## src/rtl/imem_loader.sv

```systemverilog
// Instruction memory loader: framed byte stream -> 16-bit word writes, holds CPU in reset while busy.
// Latency: write strobe one cycle after the high-byte accept; optional trailing XOR check (IMEM_LOADER_CHECKSUM_EN).
// Backpressure: in_ready is purely state-based; in_valid low stalls any state indefinitely.
module imem_loader #(
    parameter int MAX_WORDS = 256,
    parameter int ADDR_W    = 8
) (
    input  logic              clk,
    input  logic              rst_n,
    input  logic              start,
    input  logic              in_valid,
    input  logic [7:0]        in_data,
    output logic              in_ready,
    output logic              wr_en,
    output logic [ADDR_W-1:0] wr_addr,
    output logic [15:0]       wr_data,
    output logic              busy,
    output logic              cpu_hold,
    output logic              done,
    output logic              error,
    output logic [8:0]        words_loaded
);

    typedef enum logic [2:0] {
        S_IDLE    = 3'd0,
        S_LEN_LO  = 3'd1,
        S_LEN_HI  = 3'd2,
        S_DATA_LO = 3'd3,
        S_DATA_HI = 3'd4,
`ifdef IMEM_LOADER_CHECKSUM_EN
        S_CHECK   = 3'd5,
`endif
        S_DONE    = 3'd6,
        S_ERROR   = 3'd7
    } state_t;

    state_t      state, state_nxt;
    logic        accept;
    logic        start_load;
    logic        len_bad;
    logic        last_word;
    logic [15:0] len_full;
    logic [7:0]  len_lo_q;
    logic [8:0]  len_q;
    logic [7:0]  lo_q;
`ifdef IMEM_LOADER_CHECKSUM_EN
    logic [7:0]  csum_q;
`endif

    assign accept     = in_valid && in_ready;
    assign len_full   = {in_data, len_lo_q};
    assign len_bad    = (len_full == 16'd0) || (len_full > 16'(MAX_WORDS));
    assign last_word  = (words_loaded + 9'd1) == len_q;
    assign start_load = start && (state == S_IDLE || state == S_DONE || state == S_ERROR);

    // Every byte-consuming state is a busy state, so the two flags coincide.
    assign busy     = in_ready;
    assign cpu_hold = busy;

    always_ff @(posedge clk or negedge rst_n) begin
        if (!rst_n) begin
            state <= S_IDLE;
        end else begin
            state <= state_nxt;
        end
    end

    always_comb begin
        state_nxt = state;
        in_ready  = 1'b0;
        case (state)
            S_IDLE, S_DONE, S_ERROR: begin
                if (start) state_nxt = S_LEN_LO;
            end
            S_LEN_LO: begin
                in_ready = 1'b1;
                if (accept) state_nxt = S_LEN_HI;
            end
            S_LEN_HI: begin
                in_ready = 1'b1;
                if (accept) state_nxt = len_bad ? S_ERROR : S_DATA_LO;
            end
            S_DATA_LO: begin
                in_ready = 1'b1;
                if (accept) state_nxt = S_DATA_HI;
            end
            S_DATA_HI: begin
                in_ready = 1'b1;
                if (accept) begin
`ifdef IMEM_LOADER_CHECKSUM_EN
                    state_nxt = last_word ? S_CHECK : S_DATA_LO;
`else
                    state_nxt = last_word ? S_DONE : S_DATA_LO;
`endif
                end
            end
`ifdef IMEM_LOADER_CHECKSUM_EN
            S_CHECK: begin
                in_ready = 1'b1;
                if (accept) state_nxt = (in_data == csum_q) ? S_DONE : S_ERROR;
            end
`endif
            default: state_nxt = S_IDLE;
        endcase
    end

    always_ff @(posedge clk or negedge rst_n) begin
        if (!rst_n) begin
            wr_en        <= 1'b0;
            wr_addr      <= '0;
            wr_data      <= '0;
            words_loaded <= '0;
            len_lo_q     <= '0;
            len_q        <= '0;
            lo_q         <= '0;
            done         <= 1'b0;
            error        <= 1'b0;
`ifdef IMEM_LOADER_CHECKSUM_EN
            csum_q       <= '0;
`endif
        end else begin
            wr_en <= 1'b0;
            // Flags follow the next state, so they clear on restart and stay sticky otherwise.
            done  <= (state_nxt == S_DONE);
            error <= (state_nxt == S_ERROR);
            if (start_load) begin
                words_loaded <= '0;
`ifdef IMEM_LOADER_CHECKSUM_EN
                csum_q       <= '0;
`endif
            end
            if (accept) begin
                case (state)
                    S_LEN_LO: len_lo_q <= in_data;
                    S_LEN_HI: len_q    <= len_full[8:0];
                    S_DATA_LO: begin
                        lo_q <= in_data;
`ifdef IMEM_LOADER_CHECKSUM_EN
                        csum_q <= csum_q ^ in_data;
`endif
                    end
                    S_DATA_HI: begin
                        wr_en        <= 1'b1;
                        wr_addr      <= words_loaded[ADDR_W-1:0];
                        wr_data      <= {in_data, lo_q};
                        words_loaded <= words_loaded + 9'd1;
`ifdef IMEM_LOADER_CHECKSUM_EN
                        csum_q       <= csum_q ^ in_data;
`endif
                    end
                    default: ;
                endcase
            end
        end
    end

endmodule
```

## config.mk

```make
export PLATFORM = sky130hd
export DESIGN_NAME = imem_loader
export DESIGN_NICKNAME = d
export VERILOG_FILES = /design/src/rtl/imem_loader.sv
export SDC_FILE = /design/constraint.sdc
export NUM_CORES = 1
export LEC_CHECK = 0
export BUFFER_PORTS_ARGS = -buffer_cell sky130_fd_sc_hd__buf_4
export CORE_UTILIZATION = 35
export CTS_CLUSTER_DIAMETER = 60
export CTS_CLUSTER_SIZE = 30
export DETAILED_ROUTE_END_ITERATION = 7
export HOLD_SLACK_MARGIN = 0.02
export PLACE_DENSITY_LB_ADDON = 0.15
export SLEW_MARGIN = 20
export SYNTH_ARGS = -nofsm -noshare
export SYNTH_HDL_FRONTEND = slang
export SYNTH_SLANG_ARGS = --single-unit
```

## constraint.sdc

```tcl
create_clock -name clk -period 2.55 [get_ports clk]
set_input_delay 0.255 -clock clk [delete_from_list [all_inputs] [get_ports clk]]
set_output_delay 0.255 -clock clk [all_outputs]
set_load 0.005 [all_outputs]
```

==> Word level (Yosys, flattened, before mapping) <==
Index checks and enable logic that the tools add are counted.
Widths: inputs -> output; s select.
{ "op_classes": {"add_sub_neg": 1, "order_cmp": 1, "eq_ne": 9, "n_mux": 14, "n_reduce_logical": 13} }
{ "op_table": {"columns": ["op", "count"], "rows": [
  ["$mux 9", 3],
  ["$mux 3", 7],
  ["$gt 16x9->1 const B", 1],
  ["$logic_not 16->1", 1],
  ["$eq 3x3->1 const B", 5],
  ["$pmux 3 s5", 1],
  ["$add 9x1->9 const B", 1],
  ["$eq 9x9->1", 1],
  ["$reduce_and 2->1", 4],
  ["$eq 3x2->1 const B", 2],
  ["$reduce_or 4->1", 1],
  ["$eq 3x1->1 const B", 1],
  ["$logic_not 3->1", 1],
  ["$logic_or 1x1->1", 3],
  ["$mux 1", 3],
  ["$reduce_or 3->1", 1],
  ["$logic_and 1x1->1", 2]
]} }
{ "totals": {"reg_bits": 64, "input_bits": 12, "out_inout_bits": 39, "word_cells": 48} }

==> Longest topological paths before layout <==
Gate-level depths: netlist of run 1.
{ "depth": {"word_depth": 7, "ltp_mapped": 7, "mapped_depth_nobuf": 6} }

==> Worst setup path before layout of run 1 <==
No wires, ideal clock.
{ "synth_timing": {"path_kind": "reg2reg", "startpoint": "reg words_loaded[1]", "endpoint": "reg state[0]", "setup_time_ns": 0.118, "arrival_ns": 1.767, "t_required_ns": 2.432, "path_slack_ns": 0.665, "stages_incl_launch_ff": 7, "period_less_slack_ns": 1.885, "path_cell_list": "dfrtp_1 ha_1 clkbuf_1 or4_1 a21oi_1 o211ai_1 a21o_1"} }
{ "synth_via": {"elab_chain_cells": 5} }
{ "synth_lines": {"columns": ["item", "line_no", "source"], "rows": [
  ["from (decl)", "21", "output logic [8:0] words_loaded"],
  ["from (signal assigned)", "146", "words_loaded <= words_loaded + 9'd1;"],
  ["$add 9x1->9", "53", "assign last_word = (words_loaded + 9'd1) == len_q;"],
  ["$eq 9x9->1", "53", null],
  ["$mux 3", "93", "state_nxt = last_word ? S_DONE : S_DATA_LO;"],
  ["$mux 3", "89", "if (accept) begin"],
  ["$pmux 3 s5", "71", "case (state)"],
  ["via state_nxt[0]", "37", "state_t state, state_nxt;"],
  ["to (signal assigned)", "64", "state <= state_nxt;"],
  ["to (decl)", "37", null]
]} }
The timed path passes the listed nets, and every way through them passes these cells.
A chain may end at the register's enable or synchronous reset.

==> Worst setup path in the final report of run 1 <==
{ "layout_timing": {"startpoint": "reg words_loaded[0]", "endpoint": "reg done"} }
{ "layout_via": {"elab_chain_cells": 6} }
{ "layout_lines": {"columns": ["item", "line_no", "source"], "rows": [
  ["$add 9x1->9", "53", null],
  ["$eq 9x9->1", "53", null],
  ["$mux 3", "93", null],
  ["$mux 3", "89", null],
  ["$pmux 3 s5", "71", null],
  ["$eq 3x3->1", "124", "done <= (state_nxt == S_DONE);"],
  ["to (signal assigned)", "124", null],
  ["to (decl)", "19", "output logic done,"]
]} }
Every way passes these cells.

==> results of run 1 <==
-- logic make-up (layout without fill, tap and decap cells) --
kind of cell	count (synthesis)	in the layout	share of synthesized area, %
buffers and inverters	24	76	3.741
flip-flops	64	64	53.80
multiplexers	25	25	9.458
adder cells (fa/ha/maj)	1	1	0.4203
AND/OR/NAND/NOR	126	126	19.29
AO/OA/AOI/OAI	44	44	9.458
XOR/XNOR	13	13	3.825
-- stage by stage --
| stage | setup slack (ns) | power (W) | cell area, µm² |
|---|---|---|---|
| global placement | 0.5591 | 0.002872 | 3428 |
| global route | 0.2632 | 0.004219 | 3672 |
| floorplan | 0.6647 | 0.002443 | 2977 |
| CTS | 0.4630 | 0.003981 | 3672 |
| detailed placement | 0.4760 | 0.002895 | 3428 |
| finish | 0.4702 | 0.003932 | 3672 |
-- cell usage after synthesis (2+ instances only) --
master and n:
sky130_fd_sc_hd__nor4_1 2, sky130_fd_sc_hd__and3_1 2, sky130_fd_sc_hd__dfrtp_1 64, sky130_fd_sc_hd__o211ai_1 3, sky130_fd_sc_hd__and4_1 2, sky130_fd_sc_hd__xor2_1 6
sky130_fd_sc_hd__buf_2 5, sky130_fd_sc_hd__nand4_1 2, sky130_fd_sc_hd__nor3_1 4, sky130_fd_sc_hd__o31ai_1 3, sky130_fd_sc_hd__xnor2_1 7, sky130_fd_sc_hd__inv_1 5
sky130_fd_sc_hd__nand2_1 84, sky130_fd_sc_hd__mux2_2 25, sky130_fd_sc_hd__nand2b_1 2, sky130_fd_sc_hd__clkbuf_1 9, sky130_fd_sc_hd__o21ai_1 2, sky130_fd_sc_hd__a31oi_1 2
sky130_fd_sc_hd__buf_4 3, sky130_fd_sc_hd__or4_4 2, sky130_fd_sc_hd__nor2_1 9, sky130_fd_sc_hd__a21oi_1 9, sky130_fd_sc_hd__o21ai_0 15, sky130_fd_sc_hd__nand3_1 7
sky130_fd_sc_hd__o41ai_1 2, sky130_fd_sc_hd__and2_1 2
-- worst max-delay path: cells and delay by family (launching register included) --
family | cells | cell delay (ns)
DFF | 1 | 0.53
AOI/OAI and AO/OA | 2 | 0.49
and+or+nand+nor | 2 | 0.46
adders and majority gates | 1 | 0.36
xor gates and xnor gates | 1 | 0.16
-- registers in the layout, indices dropped and copies added (netlist names) --
signal        flops
done              1
wr_en             1
lo_q              8
wr_data          16
len_q             9
state             3
words_loaded      9
len_lo_q          8
wr_addr           8
error             1
-- layer usage --
metal  global-route usage, %  vias up  wire length (µm)
li1                        -     1105                 -
met3                   3.803       11               243
met1                   23.85     1067              3243
met2                   24.70       39              3020
met4                   8.590        0               127
met5                       0        -                 0
-- layout by cell type, fill, tap and decap left out, types with 3 or more instances in the layout --
| cell | synthesis | layout |
|---|---|---|
| sky130_fd_sc_hd__nand2_1 | 84 | 84 |
| sky130_fd_sc_hd__dfrtp_1 | 64 | 64 |
| sky130_fd_sc_hd__buf_4 | 3 | 55 |
| sky130_fd_sc_hd__mux2_2 | 25 | 25 |
| sky130_fd_sc_hd__o21ai_0 | 15 | 15 |
| sky130_fd_sc_hd__nor2_1 | 9 | 9 |
| sky130_fd_sc_hd__a21oi_1 | 9 | 9 |
| sky130_fd_sc_hd__clkbuf_8 | 0 | 9 |
| sky130_fd_sc_hd__nand3_1 | 7 | 7 |
| sky130_fd_sc_hd__xnor2_1 | 7 | 7 |
| sky130_fd_sc_hd__xor2_1 | 6 | 6 |
| sky130_fd_sc_hd__inv_1 | 5 | 5 |
| sky130_fd_sc_hd__nor3_1 | 4 | 4 |
| sky130_fd_sc_hd__o31ai_1 | 3 | 3 |
| sky130_fd_sc_hd__o211ai_1 | 3 | 3 |
| sky130_fd_sc_hd__bufinv_16 | 0 | 3 |
-- final cells by class --
type | count | share of cell area [%]
tap | 105 | 3.578
timing repair buffer | 55 | 11.24
clock buffer | 9 | 3.373
inverter | 5 | 0.5111
multi-input combinational | 209 | 34.41
clock inverter | 7 | 3.271
sequential | 64 | 43.61
-- path summary, 6_finish.rpt --
| kind | from | to |
|---|---|---|
| max | words_loaded[0] | done |
| min | rst_n | wr_addr[6] |
| max reg2reg | words_loaded[0] | done |
| min in group clk | in_data[6] | wr_data[14] |
| max in group asynchronous | rst_n | words_loaded[0] |
| min reg2reg | lo_q[3] | wr_data[3] |
-- power by group through the flow --
stage	registers [W]	clock network, W	logic [W]
after CTS	0.00169	0.00110	0.00119
after global placement	0.00170	0	0.00117
after global routing	0.00174	0.00115	0.00133
after detailed placement	0.00170	0	0.00119
after floorplan	0.00158	0	0.000866
final	0.00168	0.00108	0.00117
==> out/qor.json, run 1 <==
{
  "run_status": "complete, but fails checks",
  "failed_checks": "hold timing",
  "insertion_delay_ns": 0.35,
  "synth.ff_latch_count": 64,
  "number_of_instances_in_the_synthesized_netlist": 297,
  "cts.path.max_buffers": 2,
  "pin_count_of_the_biggest_net_entering_global_routing": 65,
  "holdCritPathClass": "input port to async pin",
  "drc": 0,
  "max-vdd-ir-drop_mv": 0.4165,
  "antenna-diode-count": 0,
  "timing.reg2reg.worst_path_depth": 6,
  "tritoncts_clock_tree": "yes",
  "post_cts.repair.setup_buffers": 0,
  "synthTopCellsByArea": "sky130_fd_sc_hd__dfrtp_1, sky130_fd_sc_hd__nand2_1, sky130_fd_sc_hd__mux2_2",
  "finalCritPeriodShare_pct": 81.56,
  "cell_breakdown_of_the_critical_path": "ha_1 -> nand3_1 -> xnor2_1 -> nor4_1 -> o211ai_1 -> a211oi_2",
  "floorplan.initialDensity_pct": 36.23,
  "synth_top_cell_by_area": "sky130_fd_sc_hd__dfrtp_1",
  "final-seq-area_um2": 1602,
  "fin_skew_ns": 0.006582,
  "fill_cells": 804,
  "cp_max_fo": 12,
  "slew_violations": 0,
  "grt_pass1_vias": 2147,
  "clk_transition_reported_paths_ns": 0.07,
  "setup_total_negative_slack_ns": 0,
  "summed_instance_area_of_the_synthesized_netlist_um2": 2977,
  "start_kind": "flop",
  "height_of_the_chip_um": 94.22,
  "finalWeightedCongestion": 0.8605,
  "relative_slew_margins_pct": 45.36,
  "antenna_violating_nets_left": 0,
  "routed_wl_per_cell_um": 14.61,
  "syn_nets": 310,
  "timing.critical_path.arrival_ns": 2.34,
  "crit_path_top_delay_cell": "sky130_fd_sc_hd__dfrtp_1",
  "global_route.usage.total_pct": 17.10,
  "combinationalPowerShare_pct": 29.8,
  "drv.max_cap_violation_count": 0,
  "cts_root_cell": "sky130_fd_sc_hd__clkbuf_8",
  "power.density_cell_area_nw_per_um2": 1071,
  "multi_input_area_um2": 1264,
  "seq_area_frac_synth_pct": 53.80,
  "critical-path-max-stage-delay_ns": 0.53,
  "fmax_ghz": 0.4808,
  "cts_repair_resize_count": 0,
  "fin_worst_hold_slack_ns": -0.01684,
  "final_layout_size_suffix_gt1_share_pct": 29.51,
  "layout_min_cycle_time_ns": 2.080,
  "synth-main-ff-cell": "sky130_fd_sc_hd__dfrtp_1",
  "number_of_antenna_violations_at_the_first_check_in_global_routing": 0,
  "die_x_um": 94.22,
  "hold_vio_cnt_final": 4,
  "final_core_util_pct": 44.69,
  "cts.htree.levels": 3,
  "initialDrtViolationCount": 108,
  "design.die.area_um2": 8877,
  "io_buffers": 50,
  "timing.critical_path.to_type": "flop",
  "cts.sink_count": 64,
  "grt_setup_unrepaired": "no",
  "criticalPathCategory": "flop to flop",
  "finalNetCount": 357,
  "pwr-share-seq_pct": 42.8,
  "timing.reg2reg.setup_slack_ns": 0.47,
  "power_report.internal_total_w": 0.002687,
  "io_pins": 51,
  "drt_wl_total_um": 6634,
  "cts-hold-fix-buffers": 0,
  "synthArstFlopShare_pct": 100.0,
  "syn_area_per_cell_um2": 10.02,
  "synth-edff-count": 0,
  "avgViaCountPerCell": 4.894,
  "dp.final_hpwl_um": 4421,
  "grt.overflow.total": 0,
  "setup_viol": 0,
  "post-place-cells": 438,
  "post-synth-top-area-fraction_pct": 53.80,
  "p_sw_share_pct": 31.66,
  "global_route_wire_length_before_repair_um": 11340,
  "critPathRequiredTime_ns": 2.81,
  "syn2layout_area_growth_pct": 23.37,
  "power.static_leakage_nw": 1.762,
  "core.rowCount": 33,
  "yosys_warnings": 0,
  "floorplan.core_area_um2": 8217,
  "dr_total_vias": 2222,
  "clock_power_share_pct": 27.4,
  "detail_route.first_pass.iterations": 4,
  "timing_worst_slew_pin_value_ns": 0.8196,
  "cts_buffers": 9,
  "power.net_switching_w": 0.001245,
  "final_cells": 454,
  "synthDistinctLibCells": 45
}
Power figures use the tool's default switching activity.
==> inputs of run 2 (changes only) <==
- ABC_AREA: unset -> 1
- clock period: 2.55 -> 1.8 ns (I/O delays scaled with it)
==> out/qor.json, run 2 <==
{
  "floorplan.core_area_um2": 7888,
  "critPathRequiredTime_ns": 2.02,
  "global_route_wire_length_before_repair_um": 11640,
  "cp_max_fo": 5,
  "yosys_warnings": 0,
  "number_of_instances_in_the_synthesized_netlist": 353,
  "grt_setup_unrepaired": "yes",
  "yosys-top-cells-count": "sky130_fd_sc_hd__nand2_1, sky130_fd_sc_hd__dfrtp_1, sky130_fd_sc_hd__o21ai_0, sky130_fd_sc_hd__inv_1, sky130_fd_sc_hd__nand3_1",
  "avgViaCountPerCell": 4.679,
  "initialDrtViolationCount": 84,
  "fin_worst_hold_slack_ns": 0.1594,
  "combinationalPowerShare_pct": 35.4,
  "grt.overflow.total": 0,
  "timing.reg2reg.worst_path_depth": 14,
  "clk_transition_reported_paths_ns": 0.08,
  "fmax_ghz": 0.5783,
  "synth-edff-count": 0,
  "pin_count_of_the_biggest_net_entering_global_routing": 38,
  "cts.sink_count": 64,
  "syn_area_per_cell_um2": 8.255,
  "synth-main-ff-cell": "sky130_fd_sc_hd__dfrtp_1",
  "finalWeightedCongestion": 0.8400,
  "power_report.internal_total_w": 0.003469,
  "antenna-diode-count": 0,
  "register_with_the_most_flip_flops": "wr_data",
  "syn_nets": 366,
  "dr_total_vias": 2438,
  "synth.ff_latch_count": 64,
  "timing_worst_slew_pin_value_ns": 0.5137,
  "final_common_cell": "sky130_fd_sc_hd__nand2_1",
  "wl_met1_um": 3221,
  "met2RoutedLength_um": 3242,
  "start_kind": "flop",
  "critical-path-max-stage-delay_ns": 0.41,
  "cts_buffers": 9,
  "seq_area_frac_synth_pct": 54.96,
  "layout_min_cycle_time_ns": 1.729,
  "cp_num_cells": 14,
  "criticalPathCategory": "flop to flop",
  "reg_top3": "wr_data x16, len_q x9, words_loaded x9",
  "synthDistinctLibCells": 29,
  "timing.critical_path.arrival_ns": 1.95,
  "synthTopCellsByArea": "sky130_fd_sc_hd__dfrtp_1, sky130_fd_sc_hd__nand2_1, sky130_fd_sc_hd__o21ai_0",
  "detail_route.first_pass.iterations": 4,
  "synth_top_cell_by_area": "sky130_fd_sc_hd__dfrtp_1",
  "relative_slew_margins_pct": 65.52,
  "drc": 0,
  "most-common-layout-cells": "sky130_fd_sc_hd__nand2_1, sky130_fd_sc_hd__dfrtp_1, sky130_fd_sc_hd__buf_4",
  "finalNetCount": 427,
  "p_sw_share_pct": 36.12,
  "tritoncts_clock_tree": "yes",
  "worstHoldPathCells": 3,
  "largest_register_ffs": 16,
  "cts.htree.levels": 3,
  "cts.path.max_buffers": 2,
  "power.density_cell_area_nw_per_um2": 1477,
  "run_status": "complete, no violations",
  "antenna_violating_nets_left": 0,
  "io_buffers": 50,
  "slew_violations": 0,
  "floorplan.initialDensity_pct": 36.94,
  "drt_wl_total_um": 6855,
  "max-vdd-ir-drop_mv": 0.6161,
  "fin_skew_ns": 0.008766,
  "power.static_leakage_nw": 1.840,
  "dr_wl_met3_um": 321,
  "core.rowCount": 32,
  "setup_viol": 0,
  "routed_wl_per_cell_um": 13.16,
  "clock_power_share_pct": 20.8,
  "insertion_delay_ns": 0.33,
  "grt_pass1_vias": 2461,
  "finalCritPeriodShare_pct": 96.07,
  "crit_path_top_delay_cell": "sky130_fd_sc_hd__dfrtp_1",
  "number_of_antenna_violations_at_the_first_check_in_global_routing": 0,
  "cell_breakdown_of_the_critical_path": "buf_6 -> nand2_2 -> nor2_4 -> nand2_1 -> nand2_1 -> nor2_1 -> nor2_1 -> nand2_1 -> nor2_2 -> nand2_2 -> nand2_2 -> nand2_2 -> nand2_1 -> nor2_1",
  "post-synth-top-area-fraction_pct": 54.96,
  "cpLargestDelayFamily": "simple AND/OR/NAND/NOR gates",
  "final_layout_size_suffix_gt1_share_pct": 23.87,
  "design.die.area_um2": 8695,
  "holdCritPathClass": "input port to flop",
  "final_core_util_pct": 46.61,
  "cts_root_cell": "sky130_fd_sc_hd__clkbuf_8",
  "syn2layout_area_growth_pct": 26.15,
  "drv.max_cap_violation_count": 0,
  "power.net_switching_w": 0.001961,
  "synthArstFlopShare_pct": 100.0,
  "summed_instance_area_of_the_synthesized_netlist_um2": 2914,
  "dp.final_hpwl_um": 4872,
  "route.top_layer_used": "met4",
  "die_x_um": 93.25,
  "timing.critical_path.to_type": "flop",
  "synth_most_common_cell": "sky130_fd_sc_hd__nand2_1",
  "hold_vio_cnt_final": 0,
  "io_pins": 51,
  "height_of_the_chip_um": 93.25,
  "timing.critical_path.buf_inv": 1,
  "pwr-share-seq_pct": 43.8,
  "global_route.usage.total_pct": 17.52
}
[run 2: changes by cell type in the layout (fill, tap and decap cells not counted), moves of 6 or more]
cell,before,now
sky130_fd_sc_hd__buf_4,55,61
sky130_fd_sc_hd__inv_1,5,30
sky130_fd_sc_hd__mux2_2,25,0
sky130_fd_sc_hd__nand2_1,84,123
sky130_fd_sc_hd__nand3_1,7,23
sky130_fd_sc_hd__nor2_1,9,17
sky130_fd_sc_hd__o21ai_0,15,41
sky130_fd_sc_hd__xnor2_1,7,1
[run 2: cell type report]
type                            instances  area (µm²)
Fill cell                             799        4212
Sequential cell                        64        1605
Multi-Input combinational cell        242        1137
Timing Repair Buffer                   64       499.2
Clock buffer                           10       137.6
Tap cell                              102       127.6
Inverter                               33       123.9
Clock inverter                          6       45.04
[run 2: path summary, 6_finish.rpt]
| path | startpoint | slack [ns] | end |
|---|---|---|---|
| worst max register to register | words_loaded[1] | 0.07 | error |
| worst min-delay path | in_data[2] | 0.16 | wr_data[10] |
| max in group asynchronous | rst_n | 0.96 | words_loaded[2] |
| worst max-delay path | words_loaded[1] | 0.07 | error |
| worst min register to register | lo_q[0] | 0.48 | wr_data[0] |
| min in group asynchronous | rst_n | 0.31 | wr_addr[4] |
[run 2: metal layers]
| metal | global-route usage [%] | vias to the layer above |
|---|---|---|
| met1 | 23.07 | 1129 |
| met3 | 4.715 | 4 |
| met5 | 0 | - |
| li1 | - | 1246 |
| met2 | 28.00 | 59 |
| met4 | 5.641 | 0 |
[run 2: cell families after synthesis]
family,synth area share [%]
compound gates,9.403
xor+xnor,0.6012
fa+ha+maj,0.4293
buf+inv,7.128
flops,54.96
simple gates,27.48
[run 2: tightest hold or removal path, cell delays in order]
cell	delay [ns]
sky130_fd_sc_hd__buf_4	0.08
sky130_fd_sc_hd__inv_1	0.06
sky130_fd_sc_hd__o21ai_1	0.13
[run 2: stage by stage]
step                      worst slack [ns]  total power (W)  std cells  setup TNS (ns)  instance area [µm²]
after global placement             0.04079         0.004230        501               0                 3421
after global routing              -0.06093         0.005903        521         -0.1056                 3676
final                              0.07081         0.005430        521               0                 3676
after detailed placement           0.01441         0.004262        501               0                 3421
after CTS                         0.002277         0.005425        518               0                 3613
after floorplan                    0.08076         0.003398        353               0                 2914
[run 2: power by group through the flow]
stage | Sequential, W | Clock, W | Combinational [W]
3_5_place_dp | 0.00239 | 0 | 0.00187
4_1_cts | 0.00237 | 0.00118 | 0.00187
3_3_place_gp | 0.00239 | 0 | 0.00185
6_report | 0.00238 | 0.00113 | 0.00192
2_1_floorplan | 0.00236 | 0 | 0.00103
5_1_grt | 0.00245 | 0.00123 | 0.00222
[run 2: timing repair]
action	4_1_cts	5_1_grt
hold endpoints to repair	27	0
gates resized for setup	0	14
endpoints found under the setup margin	0	4
setup buffers	0	3
hold buffers	1	0
==> inputs of run 3 (changes only) <==
- ABC_AREA: 1 -> unset
==> out/qor.json, run 3 (synthesis gave the netlist of run 1 again) <==
{
  "syn2layout_area_growth_pct": 31.74,
  "floorplan.core_area_um2": 8217,
  "fill_cells": 779,
  "timing.critical_path.arrival_ns": 2.05,
  "largest_register_ffs": 16,
  "initialDrtViolationCount": 129,
  "global_route.usage.total_pct": 17.09,
  "cts_buffers": 9,
  "start_kind": "flop",
  "grt.overflow.total": 0,
  "critical_path.reg2reg.startpoint": "len_lo_q[5]",
  "cts.sink_count": 64,
  "tritoncts_clock_tree": "yes",
  "final_cells": 484,
  "register_with_the_most_flip_flops": "wr_data",
  "reg_top3": "wr_data x16, len_q x9, words_loaded x9",
  "floorplan.initialDensity_pct": 36.23,
  "fin_skew_ns": 0.01085,
  "power.density_cell_area_nw_per_um2": 1420,
  "critPathRequiredTime_ns": 2.00,
  "final_common_cell": "sky130_fd_sc_hd__nand2_1",
  "setup_total_negative_slack_ns": -0.08319,
  "insertion_delay_ns": 0.34,
  "core.rowCount": 33,
  "pwr-share-seq_pct": 41.5,
  "total_power_w": 0.005569,
  "postPlaceCellArea_um2": 3635,
  "critical_path.reg2reg.endpoint": "done",
  "cell_breakdown_of_the_critical_path": "or4_4 -> o21ai_1 -> or3b_4 -> a22oi_2 -> a211oi_2",
  "clock_power_share_pct": 21.1,
  "p_sw_share_pct": 33.32,
  "most-common-layout-cells": "sky130_fd_sc_hd__nand2_1, sky130_fd_sc_hd__buf_4, sky130_fd_sc_hd__dfrtp_1",
  "final_layout_size_suffix_gt1_share_pct": 38.26,
  "global_route_wire_length_before_repair_um": 11520,
  "power.net_switching_w": 0.001856,
  "cp_max_fo": 3,
  "design.die.area_um2": 8877,
  "worst_hold_endpoint": "wr_data[14]",
  "detail_route.first_pass.iterations": 4,
  "finalCritPeriodShare_pct": 102.6,
  "antenna-diode-count": 0,
  "avgViaCountPerCell": 4.860,
  "finalWeightedCongestion": 0.8416,
  "dp.final_hpwl_um": 4925,
  "cpLargestDelayFamily": "simple AND/OR/NAND/NOR gates",
  "holdCritPathClass": "input port to flop",
  "relative_slew_margins_pct": 73.89,
  "max-vdd-ir-drop_mv": 0.6235,
  "io_pins": 51,
  "worstHoldPathCells": 3,
  "failed_checks": "setup timing",
  "timing.hold.worst.start": "in_data[6]",
  "timing_worst_slew_pin_value_ns": 0.3916,
  "post-place-cells": 462,
  "final.setup.worst_slack_ns": -0.04714,
  "grt_setup_unrepaired": "yes",
  "io_buffers": 50,
  "route.top_layer_used": "met4",
  "combinationalPowerShare_pct": 37.4,
  "fin_worst_hold_slack_ns": 0.06806,
  "dr_total_vias": 2352,
  "timing.critical_path.buf_inv": 0,
  "cts_root_cell": "sky130_fd_sc_hd__clkbuf_8",
  "height_of_the_chip_um": 94.22,
  "grt_pass1_vias": 2307,
  "antenna_violating_nets_left": 0,
  "cp_num_cells": 5,
  "critical-path-max-stage-delay_ns": 0.53,
  "layout_min_cycle_time_ns": 1.847,
  "drt_wl_total_um": 6947,
  "cts.path.max_buffers": 2,
  "fmax_ghz": 0.5414,
  "post-route-cell-area_um2": 3921,
  "criticalPathCategory": "flop to flop",
  "slew_violations": 0,
  "cts.htree.levels": 3,
  "timing.reg2reg.setup_slack_ns": -0.05,
  "finalNetCount": 387,
  "multi_input_area_um2": 1316,
  "final-seq-area_um2": 1607,
  "power_report.internal_total_w": 0.003713,
  "dr_wl_met3_um": 264,
  "clk_transition_reported_paths_ns": 0.08,
  "met2RoutedLength_um": 3235,
  "crit_path_top_delay_cell": "sky130_fd_sc_hd__or4_4",
  "die_x_um": 94.22,
  "pin_count_of_the_biggest_net_entering_global_routing": 40,
  "hold_vio_cnt_final": 0,
  "number_of_antenna_violations_at_the_first_check_in_global_routing": 0,
  "drc": 0,
  "setup_viol": 3,
  "run_status": "complete, but fails checks",
  "timing.critical_path.to_type": "flop",
  "drv.max_cap_violation_count": 0,
  "power.static_leakage_nw": 1.889,
  "routed_wl_per_cell_um": 14.35,
  "wl_met1_um": 3351,
  "timing.reg2reg.worst_path_depth": 5
}
-- run 3: cell count changes in the layout (fill, tap and decap cells not counted), sizes merged, moves of 4 or more --
cell	delta
xnor2	+6
nand2	-44
inv	-27
nand3	-18
nor3	+4
o21ai	-25
mux2	+25
nor2	-14
xor2	+5
buf	+21
-- run 3: how the worst max path moves through the flow --
stage	start	end	slack, ns
2_1_floorplan	words_loaded[1]	state[0]	0.006
3_3_place_gp	len_lo_q[1]	done	0.001
3_5_place_dp	words_loaded[0]	state[2]	-0.02
4_1_cts	len_lo_q[5]	done	-0.03
5_1_grt	len_lo_q[5]	done	-0.11
6_report	len_lo_q[5]	done	-0.05
-- run 3: stage by stage --
| stage | utilization, % | worst slack, ns |
|---|---|---|
| global placement | 44.24 | 0.001303 |
| CTS | 46.83 | -0.02537 |
| floorplan | - | 0.005693 |
| finish | 47.72 | -0.04714 |
| detailed placement | 44.24 | -0.01730 |
| global route | 47.72 | -0.1068 |
-- run 3: repair_timing --
| action | 4_1_cts | 5_1_grt |
|---|---|---|
| pin swaps | 3 | 8 |
| gates resized for setup | 3 | 9 |
| endpoints found under the setup margin | 3 | 4 |
| buffers inserted | 1 | 4 |
| hold buffers | 1 | 0 |
| endpoints found under the hold margin | 25 | 0 |
-- run 3: power groups by stage --
stage                     logic, W  clock network (W)  registers [W]
after detailed placement   0.00197                  0        0.00233
after CTS                  0.00200            0.00121        0.00231
after global placement     0.00195                  0        0.00232
final                      0.00208            0.00117        0.00231
after floorplan            0.00123                  0        0.00224
after global routing       0.00231            0.00127        0.00238
-- run 3: routing by layer --
metal,vias up,GRT usage [%]
met5,-,0
met3,8,3.964
met1,1126,23.41
li1,1170,-
met2,48,26.03
met4,0,6.538
-- run 3: layout make-up --
class / count / area share [%]
Clock buffer: 11 / 3.861
Clock inverter: 5 / 1.021
Inverter: 5 / 0.4786
Multi-Input combinational cell: 209 / 33.57
Sequential cell: 64 / 40.97
Tap cell: 105 / 3.350
Timing Repair Buffer: 85 / 16.75
-- run 3: worst register-to-register path, stage by stage (launching register included) --
cell and delay, ns:
sky130_fd_sc_hd__dfrtp_1 0.39, sky130_fd_sc_hd__or4_4 0.53, sky130_fd_sc_hd__o21ai_1 0.14, sky130_fd_sc_hd__or3b_4 0.41
sky130_fd_sc_hd__a22oi_2 0.18, sky130_fd_sc_hd__a211oi_2 0.06
